### src/rtl/life_pkg.sv
// Shared definitions for the generation-grid scanner.
// Optional feature macro: SCAN_BLANK_EN (adds the BLANK state between rows).
package life_pkg;

  localparam int GRID_W = 16;   // cells per row
  localparam int GRID_N = 256;  // cells per grid
  localparam int ROWS   = 16;   // rows per grid

  // Scan controller states; BLANK is only present when blanking is built in.
  typedef enum logic [1:0] {
    ST_IDLE  = 2'd0,
    ST_SCAN  = 2'd1
`ifdef SCAN_BLANK_EN
    ,
    ST_BLANK = 2'd2
`endif
  } scan_state_e;

endpackage

### src/rtl/row_mux.sv
// Combinational row selector: picks row sel out of a 256-bit grid,
// row r living at grid[255-16r -: 16].
module row_mux
  import life_pkg::*;
(
  input  logic [GRID_N-1:0] grid,
  input  logic [3:0]        sel,
  output logic [GRID_W-1:0] row
);

  // Constant-index select per row keeps every part-select static.
  always_comb begin
    row = '0;
    for (int r = 0; r < ROWS; r++) begin
      if (sel == 4'(r)) row = grid[GRID_N-1-GRID_W*r -: GRID_W];
    end
  end

endmodule

### src/rtl/gen_scan.sv
// Generation-grid row scanner with a double buffer (shadow/active).
// Optional feature macro: SCAN_BLANK_EN inserts BLANK_CYC row_en-low
// cycles after every row dwell.
//
// Handshake: gin is taken into shadow on any rising edge where
// gin_valid && gin_ready. gin_ready is !shadow_full, so it drops the cycle
// after a transfer and rises the cycle after shadow is swapped into active.
// The producer may raise or drop gin_valid at any time.
module gen_scan
  import life_pkg::*;
#(
  parameter int DWELL     = 4,  // cycles each row is driven, 1..255
  parameter int BLANK_CYC = 2   // blank cycles between rows (SCAN_BLANK_EN only)
)
(
  input  logic              clk,
  input  logic              reset_n,
  input  logic [GRID_N-1:0] gin,
  input  logic              gin_valid,
  output logic              gin_ready,
  output logic [GRID_W-1:0] row_data,
  output logic [3:0]        row_sel,
  output logic              row_en,
  output logic              frame_done,
  output logic              busy,
  output scan_state_e       dbg_state
);

  localparam logic [7:0] DWELL_LAST = 8'(DWELL - 1);
  localparam logic [7:0] BLANK_LAST = 8'(BLANK_CYC - 1);

  scan_state_e       state, state_d;
  logic [7:0]        cnt, cnt_d;
  logic [3:0]        row_sel_d;
  logic [GRID_N-1:0] active, active_d;
  logic [GRID_N-1:0] shadow, shadow_d;
  logic              shadow_full, full_d;
  logic              frame_done_d;
  logic              xfer;
  logic              step;
  logic              in_blank;
  logic              cnt_end;

  assign xfer = gin_valid && gin_ready;

`ifdef SCAN_BLANK_EN
  assign in_blank = (state == ST_BLANK);
`else
  assign in_blank = 1'b0;
`endif

  // One counter serves both the dwell and the blank interval.
  assign cnt_end = (cnt == (in_blank ? BLANK_LAST : DWELL_LAST));

  // State and datapath registers; reset aborts the scan and empties both buffers.
  always_ff @(posedge clk or negedge reset_n) begin
    if (!reset_n) begin
      state       <= ST_IDLE;
      cnt         <= '0;
      row_sel     <= '0;
      active      <= '0;
      shadow      <= '0;
      shadow_full <= 1'b0;
      frame_done  <= 1'b0;
    end else begin
      state       <= state_d;
      cnt         <= cnt_d;
      row_sel     <= row_sel_d;
      active      <= active_d;
      shadow      <= shadow_d;
      shadow_full <= full_d;
      frame_done  <= frame_done_d;
    end
  end

  // Next-state logic: capture, start-up swap, dwell/blank counting, row stepping.
  always_comb begin
    state_d      = state;
    cnt_d        = cnt;
    row_sel_d    = row_sel;
    active_d     = active;
    shadow_d     = shadow;
    full_d       = shadow_full;
    frame_done_d = 1'b0;
    step         = 1'b0;

    if (xfer) begin
      shadow_d = gin;
      full_d   = 1'b1;
    end

    case (state)
      ST_IDLE: begin
        if (shadow_full) begin
          active_d  = shadow;
          full_d    = 1'b0;
          row_sel_d = '0;
          cnt_d     = '0;
          state_d   = ST_SCAN;
        end
      end
      ST_SCAN: begin
        if (cnt_end) begin
          cnt_d        = '0;
          frame_done_d = (row_sel == 4'd15);
`ifdef SCAN_BLANK_EN
          state_d      = ST_BLANK;
`else
          step         = 1'b1;
`endif
        end else begin
          cnt_d = cnt + 8'd1;
        end
      end
`ifdef SCAN_BLANK_EN
      ST_BLANK: begin
        if (cnt_end) begin
          cnt_d   = '0;
          state_d = ST_SCAN;
          step    = 1'b1;
        end else begin
          cnt_d = cnt + 8'd1;
        end
      end
`endif
      default: state_d = ST_IDLE;
    endcase

    // Advance to the next row; at the frame wrap take a waiting grid if any.
    // A transfer cannot coincide with this swap because gin_ready is low
    // whenever shadow is full.
    if (step) begin
      if (row_sel == 4'd15) begin
        row_sel_d = '0;
        if (shadow_full) begin
          active_d = shadow;
          full_d   = 1'b0;
        end
      end else begin
        row_sel_d = row_sel + 4'd1;
      end
    end
  end

  row_mux u_row_mux (
    .grid (active),
    .sel  (row_sel),
    .row  (row_data)
  );

  // Status outputs decoded straight from the registers.
  always_comb begin
    row_en    = (state == ST_SCAN);
    busy      = (state != ST_IDLE);
    gin_ready = !shadow_full;
    dbg_state = state;
  end

endmodule
### config.mk
export PLATFORM = sky130hd
export DESIGN_NAME = gen_scan
export DESIGN_NICKNAME = d
export VERILOG_FILES = /design/src/rtl/life_pkg.sv /design/src/rtl/row_mux.sv /design/src/rtl/gen_scan.sv
export SDC_FILE = /design/constraint.sdc
export NUM_CORES = 1
export LEC_CHECK = 0
export ABC_AREA = 1
export BUFFER_PORTS_ARGS = -buffer_cell sky130_fd_sc_hd__buf_2
export CORE_ASPECT_RATIO = 0.7
export CORE_UTILIZATION = 39
export CTS_CLUSTER_DIAMETER = 80
export CTS_CLUSTER_SIZE = 16
export DETAILED_ROUTE_END_ITERATION = 6
export HOLD_SLACK_MARGIN = 0.03
export RECOVER_POWER = 100
export SLEW_MARGIN = 30
export SYNTH_ARGS = -nofsm -noshare
export SYNTH_HDL_FRONTEND = slang
export SYNTH_HIERARCHICAL = 1
export SYNTH_SLANG_ARGS = --single-unit
### constraint.sdc
create_clock -name clk -period 2.1 [get_ports clk]
set_input_delay 0.42 -clock clk [delete_from_list [all_inputs] [get_ports clk]]
set_output_delay 0.42 -clock clk [all_outputs]
set_load 0.05 [all_outputs]
==> flow_metrics.py, run 1 <==
metrics = {
    "clocking": {
        "cts_max_level": 2,
        "clock_path_buffers": 3,
        "insertion_delay_ns": 0.58,
        "clk_pin_slew_ns": 0.08,
        "cts_sinks": 527,
        "cts_buffers": 40,
        "cts_tree": "done",
        "root_buffer": "clkbuf_16",
    },
    "run_status": {
        "violations": "max-capacitance violations, max-slew violations, negative setup slack",
        "status": "finished, violations left",
    },
    "floorplanning": {
        "start_util": 0.3982,
        "die_w_um": 291.0,
        "dieArea_um2": 59460,
        "core_um2": 57270,
        "io-pin-count": 285,
        "rows": 73,
        "die_y_um": 204.3,
    },
    "global_routing": {
        "antenna_found_initial": 0,
        "globalRouteMet3Util": 0.05024,
        "grt_pass1_wl_mm": 107.3,
        "grt_max_degree": 168,
        "grt_use_total": 0.2357,
        "grt_overflow": 0,
        "grt_pass1_vias": 18008,
        "use_met1": 0.3651,
        "top_usage_layer": "met1",
        "grtUsageMet2": 0.3376,
    },
    "routing": {
        "totalWireLength_mm": 70.32,
        "drt_pre_antenna_iters": 5,
        "drt-initial-drc-count": 1602,
        "viasPerCell": 5.220,
        "drc": 0,
        "ant_nets": 0,
        "dr_total_vias": 17726,
        "routedWlPerCell_um": 20.71,
    },
    "sta": {
        "rsz0062_at_grt": "true",
        "max_slew_margin": -0.1167,
        "fin_skew_ns": 0.03131,
        "post-route-period-util": 1.551,
        "finalSetupViolCount": 66,
        "min_period_ns": 3.256,
        "max_freq_ghz": 0.3071,
        "final-hold-violation-count": 0,
        "worst_pin_slew_ns": 1.675,
        "slew_violations": 40,
        "postLayoutSetupSlackWorst_ns": -1.156,
    },
    "critical_path": {
        "crit_arrival_ns": 2.84,
        "crit_buf_inv": 5,
        "endpoint_kind": "output pin",
        "required_ns": 1.68,
        "path_cells": "buf_12, nand2_2, buf_6, nor2_4, buf_4, a21oi_1, nand4_1, nand2_1, nand4_1, nor3_2, buf_4, nand4_1, buf_6",
        "r2r_cells": 5,
        "cpMostUsedCell": "nand4_1",
        "cp_max_fo": 7,
        "path_class": "flip-flop to output pin",
        "critical_path_depth": 13,
        "start_kind": "flip-flop",
        "cpPeakStageDelay_ns": 0.53,
        "critPathTopFamily": "simple AND/OR/NAND/NOR gates",
        "cpMaxStageDelayCell": "dfrtp_4",
    },
    "yosys": {
        "syn_inst": 2280,
        "synthTopCellsByArea": "dfrtp_1 (58%), mux2_2 (13%), nand2_1 (12%)",
        "yosysTopAreaCellShare": 0.5783,
        "synth_most_common_cell": "nand2_1",
        "synth-edff-count": 0,
        "netlist_area_um2": 22800,
        "ys_seq_elements": 527,
        "synth_top_area_cell": "dfrtp_1",
        "syn-num-nets": 2542,
        "synth.avg_cell_area_um2": 10.00,
        "synth_common_cells": "nand2_1 (741), dfrtp_1 (527), nand3_1 (335)",
        "ys_types": 34,
        "yosys_most_used_dff": "dfrtp_1",
        "synthArstFlopShare": 1.000,
        "yosysWarningCount": 6,
        "ys_seq_area_frac": 0.5783,
    },
    "placement": {
        "place_congestion": 0.8546,
        "dp_hpwl_mm": 49.69,
        "place_ws_ns": -0.8017,
        "place_area_um2": 25890,
        "port_buffers": 283,
        "dp.cells": 3315,
    },
    "cells_and_area": {
        "drive_above_1_share": 0.3458,
        "fin_area_um2": 28210,
        "final_core_util": 0.4926,
        "area_growth_pct": 23.70,
        "fillCellCount": 5299,
        "nNetsFinal": 2901,
        "diodes": 0,
        "fin_cells": 3396,
    },
    "min_path": {
        "hp-class": "input pin to flip-flop",
        "hold_depth": 2,
    },
    "flow_run": {
        "drv_cap": 1,
    },
    "power_and_ir_drop": {
        "peakVddDrop_uv": 612.1,
        "power_density_nw_per_um2": 1263,
        "p_leak_nw": 13.95,
    },
}
cells in the final DEF, fill, tap and decap left out, drive strengths merged, types with 2 or more instances in the layout:
cell      synthesis  routed
nand2           746     748
dfrtp           527     527
buf             120     422
nand3           335     335
mux2            256     256
nor2             86      86
inv              83      84
clkbuf           16      68
nand4            42      42
or2              19      19
a21oi            17      17
o21ai            13      13
nor3              7       7
bufbuf            0       4
xor2              3       3
ha                3       3
clkinv            1       2
clkinvlp          0       2
flip-flops by register name, indices dropped and copies added (netlist names):
register	cells
shadow	256
dbg_state	1
frame_done	1
active	256
cnt	8
row_sel	4
shadow_full	1
metal layers:
layer  up-vias  part of all wire
li1       8160                 -
met1      8934              0.49
met2       556              0.42
met3        76             0.076
met4         0             0.015
met5         -                 0
cells by family (layout without fill, tap and decap cells):
logic type / count (synthesis) / count (layout) / share of synthesized area
other cells: 1 / 1 / 0.0001644
buf+inv: 220 / 584 / 0.05278
xor+xnor: 4 / 4 / 0.001537
fa+ha+maj: 3 / 3 / 0.001646
compound gates: 33 / 33 / 0.007517
mux: 256 / 256 / 0.1264
simple gates: 1236 / 1238 / 0.2316
flops: 527 / 527 / 0.5783
cell type report:
type | count | area, um2 | area share
clock inverters | 5 | 81.33 | 0.002883
multi-input cells | 1535 | 9100 | 0.3226
clock buffers | 44 | 1069 | 0.03788
repair buffers | 451 | 3493 | 0.1238
flip-flops and latches | 527 | 13200 | 0.4680
inverters | 84 | 326.6 | 0.01158
well taps | 750 | 938.4 | 0.03327
per-stage QoR:
| step | total power, W | hold slack (ns) | setup TNS, ns |
|---|---|---|---|
| after floorplan | 0.02219 | 0.1244 | -4.065 |
| final | 0.03563 | 0.06679 | -18.46 |
| after global placement | 0.02642 | 0.3948 | -15.04 |
| after detailed placement | 0.02677 | 0.3910 | -19.36 |
| after global routing | 0.03749 | 0.05245 | -56.64 |
| after CTS | 0.03572 | 0.03913 | -18.57 |
where the power goes:
group | leakage (nW) | internal (W) | switching (W)
Sequential | 6.52 | 0.0138 | 0.00266
Clock | 0.560 | 0.00375 | 0.00366
Combinational | 6.87 | 0.00571 | 0.00607
Total | 14.0 | 0.0232 | 0.0124
worst paths after layout:
kind,startpoint,to,slack [ns]
worst max-delay path,row_sel[1],row_data[0],-1.16
worst min register to register,shadow[47],active[47],0.47
worst max register to register,shadow_full,shadow[176],-0.03
worst min-delay path,gin[41],shadow[41],0.07
min in group asynchronous,reset_n,shadow[147],0.86
max in group asynchronous,reset_n,active[142],0.07
what timing repair did:
action,CTS,global route
setup endpoints to repair,245,80
hold endpoints to repair,28,0
hold buffers,1,0
cloned,8,4
buffers inserted,13,8
pin swaps,68,73
resized for setup,157,67
Note: power is estimated with default switching activity, not from simulation.
==> inputs of run 2 (changes only) <==
- CTS_CLUSTER_SIZE: 16 -> 28
- SETUP_SLACK_MARGIN: unset -> 0.2
==> flow_metrics.py, run 2 (synthesis results as in run 1) <==
metrics = {
    "run_status": {
        "status": "finished, violations left",
        "violations": "negative setup slack",
    },
    "power_and_ir_drop": {
        "peakVddDrop_uv": 636.2,
        "power_density_nw_per_um2": 1072,
        "p_leak_nw": 16.60,
    },
    "placement": {
        "dp.cells": 3320,
        "place_congestion": 0.9233,
        "port_buffers": 283,
        "dp_hpwl_mm": 49.83,
        "place_area_um2": 25900,
    },
    "clocking": {
        "clk_pin_slew_ns": 0.12,
        "cts_max_level": 1,
        "cts_buffers": 25,
        "cts_sinks": 527,
        "clock_path_buffers": 3,
        "root_buffer": "clkbuf_16",
        "cts_tree": "done",
        "insertion_delay_ns": 0.60,
    },
    "critical_path": {
        "start_kind": "flip-flop",
        "path_class": "flip-flop to output pin",
        "cp_max_fo": 7,
        "crit_arrival_ns": 2.91,
        "required_ns": 1.68,
        "endpoint_kind": "output pin",
    },
    "sta": {
        "finalSetupViolCount": 498,
        "postLayoutSetupSlackWorst_ns": -1.230,
        "final-hold-violation-count": 0,
        "max_slew_margin": 0.4215,
        "min_period_ns": 3.330,
        "max_freq_ghz": 0.3003,
        "rsz0062_at_grt": "true",
        "worst_pin_slew_ns": 0.8677,
        "slew_violations": 0,
        "fin_setup_tns_ns": -89.87,
        "post-route-period-util": 1.586,
        "holdWs_ns": 0.04700,
        "fin_skew_ns": 0.02575,
    },
    "routing": {
        "wl_met2_mm": 35.52,
        "met1_length_mm": 36.87,
        "wl_met3_mm": 7.299,
        "totalWireLength_mm": 81.24,
        "viasPerCell": 5.369,
        "routedWlPerCell_um": 23.06,
        "drt_pre_antenna_iters": 5,
        "top_layer": "met5",
        "drc": 0,
        "drt-initial-drc-count": 1719,
        "ant_nets": 0,
        "dr_total_vias": 18915,
    },
    "global_routing": {
        "grt_pass1_wl_mm": 115.6,
        "grt_max_degree": 95,
        "grt_pass1_vias": 18947,
        "grt_use_total": 0.2563,
        "grt_overflow": 0,
        "antenna_found_initial": 2,
    },
    "cells_and_area": {
        "fin_area_um2": 33040,
        "final_core_util": 0.5770,
        "final_cell_mix": "dfrtp_1 (523), nand2_1 (436), buf_2 (257)",
        "area_growth_pct": 44.90,
        "nNetsFinal": 3026,
        "largestRegisters": "active: 256 flops, shadow: 256 flops, cnt: 8 flops",
        "final_common_cell": "dfrtp_1",
        "drive_above_1_share": 0.5339,
        "fin_cells": 3523,
    },
    "floorplanning": {
        "dieArea_um2": 59460,
        "die_y_um": 204.3,
        "rows": 73,
        "io-pin-count": 285,
        "die_w_um": 291.0,
        "core_um2": 57270,
        "start_util": 0.3982,
    },
    "flow_run": {
        "drv_cap": 0,
    },
    "min_path": {
        "hp-class": "input pin to flip-flop",
    },
}
==> run 2: changes by cell type in the layout (fill, tap and decap cells not counted), sizes merged <==
cell         delta
buf           +107
bufbuf          -4
clkbuf          +5
clkinvlp        +2
diode           +1
dlygate4sd3    +16
inv             +2
nand2           -2
==> run 2: final cells by class <==
| class | count | area, um2 |
|---|---|---|
| clock buffers | 26 | 629.4 |
| flip-flops and latches | 527 | 13200 |
| fillers | 4710 | 24220 |
| repair buffers | 593 | 6356 |
| multi-input cells | 1533 | 11460 |
| diodes | 1 | 2.502 |
| inverters | 84 | 330.3 |
| well taps | 750 | 938.4 |
| clock inverters | 9 | 131.4 |
==> run 2: path summary, 6_finish.rpt <==
kind	from	endpoint	slack (ns)	depth (start not counted)
worst max register to register	cnt[1]	active[175]	-0.27	11
max in group asynchronous	reset_n	shadow[30]	0.18	4
worst min register to register	shadow[56]	active[56]	0.49	2
worst min-delay path	gin[3]	shadow[3]	0.05	2
min in group asynchronous	reset_n	active[177]	0.47	2
worst max-delay path	row_sel[0]	row_data[5]	-1.23	14
==> run 2: metrics by stage <==
step                      setup slack [ns]  total power [W]
after detailed placement           -0.8495          0.02667
after CTS                           -1.266          0.03404
after global placement             -0.8443          0.02631
final                               -1.230          0.03543
after global routing                -1.317          0.03708
after floorplan                    -0.2875          0.02219
==> run 2: where the power goes <==
part | total (W) | internal, W | switching [W]
sequential | 0.0174 | 0.0138 | 0.00365
combinational | 0.0122 | 0.00593 | 0.00622
clock | 0.00588 | 0.00239 | 0.00348
==> run 2: metal layers <==
metal  vias to the layer above  track usage
li1                       8464            -
met1                      9619       0.3816
met2                       731       0.3774
met3                        99      0.06796
met4                         2      0.04176
met5                         -            0
==> run 2: repair_timing <==
item	CTS	global route
pin swaps	81	240
hold buffers	17	0
cloned	46	29
setup buffers	63	12
resized for setup	381	565
setup endpoints to repair	267	279
endpoints found under the hold margin	95	0
==> run 2: worst max-delay path, stage by stage (launching register included) <==
cell and delay, ns:
dfrtp_4 0.51, buf_6 0.13, buf_6 0.11, nand2_4 0.06, nor2_4 0.06, buf_12 0.15
a21oi_2 0.13, nand3_1 0.10, nand2_1 0.08, nand3_1 0.07, nand2_1 0.09, nand4_1 0.18
nor2_1 0.22, nand4_1 0.20, buf_6 0.22
==> inputs of run 3 (changes only) <==
- HOLD_SLACK_MARGIN: 0.03 -> 0.12
==> flow_metrics.py, run 3 (synthesis results as in run 1) <==
metrics = {
    "sta": {
        "fin_skew_ns": 0.02194,
        "min_period_ns": 3.299,
        "final-hold-violation-count": 0,
        "worst_pin_slew_ns": 0.8665,
        "post-route-period-util": 1.571,
        "slew_violations": 0,
        "postLayoutSetupSlackWorst_ns": -1.199,
        "holdWs_ns": 0.1425,
        "fin_setup_tns_ns": -90.09,
        "max_freq_ghz": 0.3031,
        "finalSetupViolCount": 495,
        "max_slew_margin": 0.4224,
        "rsz0062_at_grt": "true",
    },
    "floorplanning": {
        "dieArea_um2": 59460,
        "io-pin-count": 285,
        "die_y_um": 204.3,
        "die_w_um": 291.0,
        "rows": 73,
        "start_util": 0.3982,
        "core_um2": 57270,
    },
    "cells_and_area": {
        "final_common_cell": "nand2_1",
        "diodes": 0,
        "nNetsFinal": 3248,
        "final_cell_mix": "nand2_1 (584), dfrtp_1 (523), nand3_1 (288)",
        "fillCellCount": 4749,
        "drive_above_1_share": 0.3768,
        "multi_input_area_um2": 9572,
        "fin_area_um2": 33040,
        "regArea_um2": 13200,
        "largestRegisters": "active: 256 flops, shadow: 256 flops, cnt: 8 flops",
        "area_growth_pct": 44.88,
    },
    "power_and_ir_drop": {
        "peakVddDrop_uv": 633.8,
        "power_density_nw_per_um2": 1055,
        "p_leak_nw": 16.33,
        "total_power_w": 0.03484,
    },
    "critical_path": {
        "reg2reg_to": "active[45]",
        "required_ns": 1.68,
        "path_cells": "buf_6, buf_6, nand2_4, nor2_4, buf_12, a21oi_2, nand3_1, nand2_1, nand3_1, nand2_1, nand4_1, nor2_1, nand4_1, buf_6",
        "r2r-start": "row_sel[1]",
        "path_class": "flip-flop to output pin",
        "cpMaxStageDelayCell": "dfrtp_4",
        "cpMostUsedCell": "buf_6",
        "crit_arrival_ns": 2.88,
        "rrSetupSlack_ns": -0.28,
        "cp_max_fo": 7,
        "cpPeakStageDelay_ns": 0.51,
        "r2r_cells": 15,
        "start_kind": "flip-flop",
        "endpoint_kind": "output pin",
    },
    "placement": {
        "place_congestion": 0.9233,
        "place_ws_ns": -0.8495,
        "port_buffers": 283,
        "place_area_um2": 25900,
        "dp_hpwl_mm": 49.83,
    },
    "routing": {
        "drt_pre_antenna_iters": 6,
        "viasPerCell": 5.243,
        "drt-initial-drc-count": 1639,
        "drc": 0,
        "ant_nets": 0,
        "dr_total_vias": 19628,
        "routedWlPerCell_um": 21.69,
        "totalWireLength_mm": 81.21,
    },
    "clocking": {
        "cts_max_level": 1,
        "clk_pin_slew_ns": 0.11,
        "cts_tree": "done",
        "insertion_delay_ns": 0.60,
        "cts_buffers": 25,
        "root_buffer": "clkbuf_16",
        "cts_sinks": 527,
        "clock_path_buffers": 3,
    },
    "min_path": {
        "hp-class": "input pin to flip-flop",
        "holdPathEnd": "shadow[109]",
        "hold_path_startpoint": "gin[109]",
        "hold_depth": 2,
    },
    "flow_run": {
        "drv_cap": 0,
    },
    "run_status": {
        "status": "finished, violations left",
        "violations": "negative setup slack",
    },
    "global_routing": {
        "grt_pass1_wl_mm": 120.8,
        "grt_max_degree": 95,
        "antenna_found_initial": 1,
        "grt_pass1_vias": 20039,
        "grt_use_total": 0.2669,
        "grt_overflow": 0,
    },
}
[run 3: changes by cell type in the layout (fill, tap and decap cells not counted), sizes merged]
| cell | change |
|---|---|
| dlygate4sd3 | +236 |
| clkbuf | -15 |
| bufbuf | +1 |
| diode | -1 |
[run 3: cell type report]
| type | instances | area share |
|---|---|---|
| clock inverter | 9 | 0.003976 |
| sequential | 527 | 0.3995 |
| multi-input combinational | 1533 | 0.2897 |
| clock buffer | 26 | 0.01905 |
| timing repair buffer | 815 | 0.2493 |
| tap | 750 | 0.02840 |
| inverter | 84 | 0.009998 |
[run 3: what timing repair did]
action / CTS / global route
hold buffers: 253 / 0
endpoints found under the setup margin: 267 / 279
gates cloned: 46 / 14
endpoints found under the hold margin: 447 / 0
buffers inserted: 63 / 13
resized for setup: 381 / 85
pin swaps: 81 / 66
[run 3: worst max-delay path, delay by kind of cell, from the launching register on]
family                 cells  cell delay [ns]
AO/OA/AOI/OAI              1             0.14
flip-flops                 1             0.51
buffers and inverters      4             0.60
AND/OR/NAND/NOR            9             1.07
[run 3: per-layer routing]
| layer | vias to the layer above | wire length, um | track usage |
|---|---|---|---|
| met5 | - | 13 | 0 |
| met4 | 2 | 1405 | 0.04516 |
| met3 | 93 | 7187 | 0.06970 |
| met2 | 740 | 35780 | 0.4036 |
| met1 | 9888 | 36820 | 0.3888 |
| li1 | 8905 | - | - |
[run 3: how the worst max path moves through the flow]
stage | slack (ns) | end | startpoint
final | -1.20 | row_data[5] | row_sel[0]
after global routing | -1.31 | row_data[3] | row_sel[1]
after detailed placement | -0.85 | row_data[10] | row_sel[2]
after floorplan | -0.29 | row_data[12] | row_sel[3]
after global placement | -0.84 | row_data[10] | row_sel[2]
after CTS | -1.27 | row_data[10] | row_sel[1]
[run 3: power by group]
part           internal (W)  switching, W  leakage [nW]
registers            0.0138       0.00307          6.52
logic               0.00597       0.00621          9.45
clock network       0.00239       0.00344         0.364
[run 3: metrics by stage]
step / util / instances
finish: 0.5769 / 3744
global route: 0.5769 / 3744
CTS: 0.5666 / 3717
detailed placement: 0.4523 / 3320
global placement: 0.4523 / 3320
floorplan: - / 2280
